==> src/rtl/avr_wdc.sv <==
// AVR width down-converter: splits each wide IW-bit word into up to RATIO
// narrow OW-bit beats, LSB slice first, and marks the final beat with s_last.
module avr_wdc #(
    parameter int IW    = 256,
    parameter int RATIO = 4,
    localparam int OW   = IW / RATIO,
    localparam int CW   = $clog2(RATIO)
) (
    input  logic          clk,
    input  logic          rst_n,
    input  logic [IW-1:0] m_data,
    input  logic [CW-1:0] m_cnt,
    input  logic          m_valid,
    output logic          m_ready,
    output logic [OW-1:0] s_data,
    output logic          s_last,
    output logic          s_valid,
    input  logic          s_ready
);

    typedef enum logic {
        EMPTY = 1'b0,
        BUSY  = 1'b1
    } state_t;

    state_t                   state_q, state_d;
    logic [RATIO-1:0][OW-1:0] hold_q, hold_d;
    logic [CW-1:0]            cnt_q, cnt_d;
    logic [CW-1:0]            idx_q, idx_d;

    logic full;
    logic m_fire;
    logic s_fire;
    logic last_fire;

    // Outputs come from registers only; s_ready -> m_ready is the one
    // combinational path, so a new word loads in the same cycle the last beat leaves.
    assign full      = (state_q == BUSY);
    assign s_valid   = full;
    assign s_data    = hold_q[idx_q];
    assign s_last    = full & (idx_q == cnt_q);
    assign s_fire    = s_valid & s_ready;
    assign last_fire = s_fire & s_last;
    assign m_ready   = ~full | last_fire;
    assign m_fire    = m_valid & m_ready;

    always_comb begin
        // NOTE: every next-state signal gets its hold value first, so no path
        // through the case leaves one unassigned and no latch is inferred.
        state_d = state_q;
        hold_d  = hold_q;
        cnt_d   = cnt_q;
        idx_d   = idx_q;

        unique case (state_q)
            EMPTY: begin
                if (m_fire) begin
                    hold_d  = m_data;
                    cnt_d   = m_cnt;
                    idx_d   = '0;
                    state_d = BUSY;
                end
            end
            BUSY: begin
                if (last_fire) begin
                    idx_d = '0;
                    if (m_fire) begin
                        hold_d = m_data;
                        cnt_d  = m_cnt;
                    end else begin
                        state_d = EMPTY;
                    end
                end else if (s_fire) begin
                    idx_d = idx_q + CW'(1);
                end
            end
            default: state_d = EMPTY;
        endcase
    end

    // NOTE: the holding register is a plain flop bank, not a memory, so it is
    // reset with the rest of the state; s_data then reads zero out of reset.
    always_ff @(posedge clk or negedge rst_n) begin
        if (!rst_n) begin
            state_q <= EMPTY;
            hold_q  <= '0;
            cnt_q   <= '0;
            idx_q   <= '0;
        end else begin
            // NOTE: non-blocking so all flops update from pre-edge values.
            state_q <= state_d;
            hold_q  <= hold_d;
            cnt_q   <= cnt_d;
            idx_q   <= idx_d;
        end
    end

endmodule

==> config.mk <==
export PLATFORM = sky130hd
export DESIGN_NAME = avr_wdc
export DESIGN_NICKNAME = d
export VERILOG_FILES = /design/src/rtl/avr_wdc.sv
export SDC_FILE = /design/constraint.sdc
export NUM_CORES = 1
export LEC_CHECK = 0
export ABC_AREA = 0
export ABC_CLOCK_PERIOD_IN_PS = 3700
export CAP_MARGIN = 20
export CORE_MARGIN = 5
export CORE_UTILIZATION = 40
export CTS_CLUSTER_SIZE = 28
export DETAILED_ROUTE_END_ITERATION = 16
export PLACE_DENSITY = 0.77
export SLEW_MARGIN = 15
export SYNTH_ARGS = -nofsm -noshare
export SYNTH_HDL_FRONTEND = slang
export SYNTH_SLANG_ARGS = --single-unit
==> constraint.sdc <==
create_clock -name clk -period 3.7 [get_ports clk]
set_clock_uncertainty 0.1 [all_clocks]
set_input_delay 1.11 -clock clk [delete_from_list [all_inputs] [get_ports clk]]
set_output_delay 1.11 -clock clk [all_outputs]
set_load 0.02 [all_outputs]
==> summary.md <==
| Metric | Value |
|---|---|
| Filler cells | `2,215` |
| Die Area | `31,840 sq um` |
| Pwr Total | `14.58 mW` |
| DR vias | `7,014` |
| CP Launch Type | `register` |
| Setup WS pre-CTS | `-137.1 ps` |
| Syn Inst Count | `656` |
| Sequential share of power | `35.3%` |
| Maximum vdd ir drop | `0.4804 mV` |
| Endpoints failing hold | `0` |
| Syn_area_per_cell | `17.30 sq um` |
| RePlAce Congestion | `0.7724` |
| Final setup violation count | `0` |
| Hold path cells | `1` |
| TritonCTS clock tree | `yes` |
| Synthesis-stage register bit count | `261` |
| RSZ-0062 raised after global routing | `yes` |
| P_sw | `4.711 mW` |
| GRT overflow | `0` |
| Critical-path cell with the highest stage delay | `clkdlybuf4s50_1` |
| Worst-Skew Late Latency | `530 ps` |
| Chip width | `178.4 microns` |
| Layout cells sized above 1 | `13.68%` |
| Worst slew pin tran | `538.0 ps` |
| Crit path DAT | `2420 ps` |
| Setup_tns | `0 ps` |
| Cell area after synthesis | `11,350 sq um` |
| Boundary Pins | `329` |
| Antenna violations before repair | `1` |
| Maximum clock rate | `275.6 MHz` |
| Minimum clock period after layout | `3628 ps` |
| FF-to-FF End | `hold_q[69]` |
| Row count | `61` |
| R2R Setup Slk | `1260 ps` |
| N_diodes | `0` |
| Max-cap violations | `0` |
| Pint | `9.866 mW` |
| Outcome | `finished, final reports clean` |
| WL/cell | `20.09 microns` |
| Commonest non-fill, non-tap cells in the layout | `clkdlybuf4s50_1, dfrtp_1, mux2_1` |
| Most common cell after layout, fill and taps aside | `clkdlybuf4s50_1` |
| Final setup margin | `71.74 ps` |
| Leak Pwr | `6.604 nW` |
| Total CTS buffers | `28` |
| Clock network fraction of design power | `19.9%` |
| Starting density of the core | `40.63%` |
| Iter 0 DRT Violations | `266` |
| Pins Over Slew Limit | `0` |
| Placed cell count | `1,339` |
| Slowest stage delay, CP | `570 ps` |
| Crit path max fanout | `21` |
| Final net count | `1,256` |
| Worst hold path class | `register to register` |
| Non-filler cells, final | `1,394` |
| Combinational cell fraction of total power | `44.8%` |
| Final wirelength | `28.00 mm` |
| R2r startpoint | `idx_q[0]` |
| Antenna viol nets, final | `0` |
| Gr usage total | `17.42%` |
| Clk slew on worst S/H paths | `60 ps` |
| Root Buffer | `clkbuf_16` |
| Htree depth | `1` |
| Vias per cell | `5.032` |
| Vias in the first global route | `8,028` |
| Hold Path End | `hold_q[253]` |
| Synth-to-layout area growth | `42.20%` |
| CTS Hold Bufs | `0` |
| Synth Net Count | `918` |
| Post-synthesis sequential area ratio | `57.55%` |
| DIE HEIGHT | `178.4 microns` |
| Drt pass-1 iters | `4` |
| Max-Slew Margin vs Limit | `64.13%` |
| Critical-path cell list | `buf_12, mux4_2, clkdlybuf4s50_1` |
| CP Class | `register to output port` |
| Reg2reg path depth | `7` |
| Power density over the cells | `903.2 nW/um^2` |
| Worst path required time | `2490 ps` |
| CTS Sinks | `261` |
| Core outline area | `27,930 sq um` |
| # port buffers | `328` |
| First-pass GRT wire length | `43.76 mm` |
| Fin crit share | `98.06%` |
| Dpl hpwl | `20.40 mm` |
| Number of remaining DRC errors | `0` |
| Max clock buf depth | `3` |
| Largest net degree at the start of global routing | `97` |
| Hold_sp | `hold_q[253]` |
| Yosys warning count | `0` |
| Distinct cells, synth | `25` |
| Worst setup EP type | `output port` |
| Switch share | `32.32%` |
-- routing by layer --
metal / part of all wire, % / GRT usage (%) / vias to the layer above
met5: 0.046 / 0 / -
met4: 1.9 / 3.486 / 2
met3: 8.0 / 5.299 / 36
met2: 50 / 29.98 / 233
met1: 40 / 21.95 / 3622
li1: - / - / 3121
-- cells in the mapped netlist --
cell	count	area, sq um
dfrtp_1	261	6531
mux2_1	256	2883
mux4_2	64	1441
buf_4	24	180.2
buf_2	8	40.04
clkbuf_1	8	30.03
a21oi_1	3	15.01
buf_6	3	33.78
inv_1	3	11.26
nor2_1	3	11.26
nand2_1	2	7.510
nand2b_1	2	12.51
nor2b_1	2	12.51
o21ai_0	2	10.01
o21ai_1	2	10.01
o31ai_1	2	15.01
o32ai_1	2	17.52
xor2_2	2	32.53
a211oi_1	1	7.510
a221oi_1	1	8.760
nand3_1	1	5.000
nor2_4	1	11.26
nor3_1	1	5.000
nor3_2	1	10.01
o211ai_1	1	7.510
-- through the flow --
step	hold slack, ps	cell area [sq um]	util (%)
after detailed placement	375.4	15110	54.09
after global routing	399.5	16140	57.78
after floorplan	358.7	11350	-
after global placement	367.7	15110	54.09
after CTS	388.8	16120	57.71
final	383.3	16140	57.78
-- critical path: cells and delay by family (launching register included) --
| family | cells | cell delay (ps) |
|---|---|---|
| flip-flops | 1 | 520 |
| multiplexers | 1 | 530 |
| buffers and inverters | 2 | 820 |
-- power by group through the flow --
stage	Clock, mW	Sequential, mW	Combinational [mW]
finish	2.90	5.14	6.53
global route	3.11	5.33	7.02
CTS	3.00	5.16	6.67
detailed placement	0	5.21	6.60
global placement	0	5.13	6.47
floorplan	0	4.86	4.38
-- how the worst max path moves through the flow --
stage | startpoint | end | slack (ps) | cells after the start
finish | idx_q[0] | s_data[28] | 70 | 3
CTS | idx_q[0] | s_data[26] | 10 | 3
detailed placement | s_ready | m_ready | -140 | 4
global route | idx_q[0] | s_data[0] | -20 | 3
floorplan | s_ready | m_ready | 710 | 2
global placement | s_ready | m_ready | -110 | 4
-- sequential cells by signal, indices dropped and copies added (netlist names) --
name	cells
cnt_q	2
hold_q	256
idx_q	2
s_valid	1
-- final cells by class --
type	instances	area, sq um	area share, %
Timing Repair Buffer	351	3605	22.34
Multi-Input combinational cell	349	4523	28.03
Sequential cell	261	6539	40.51
Clock buffer	45	875.8	5.427
Tap cell	378	473.0	2.930
Clock inverter	7	112.6	0.6977
Inverter	3	11.26	0.06977
-- cells by family (layout without fill, tap and decap cells) --
logic type             after synthesis  in the layout  share of synthesized area, %
buffers and inverters               46            406                         2.602
flip-flops                         261            261                         57.55
AO/OA/AOI/OAI                       14             14                        0.8048
multiplexers                       320            320                         38.10
XOR/XNOR                             2              2                        0.2866
AND/OR/NAND/NOR                     13             13                        0.6613
-- what timing repair did --
action,CTS,global route
setup endpoints to repair,59,22
setup buffers,3,0
resized for setup,3,7
Power figures use the tool's default switching activity.
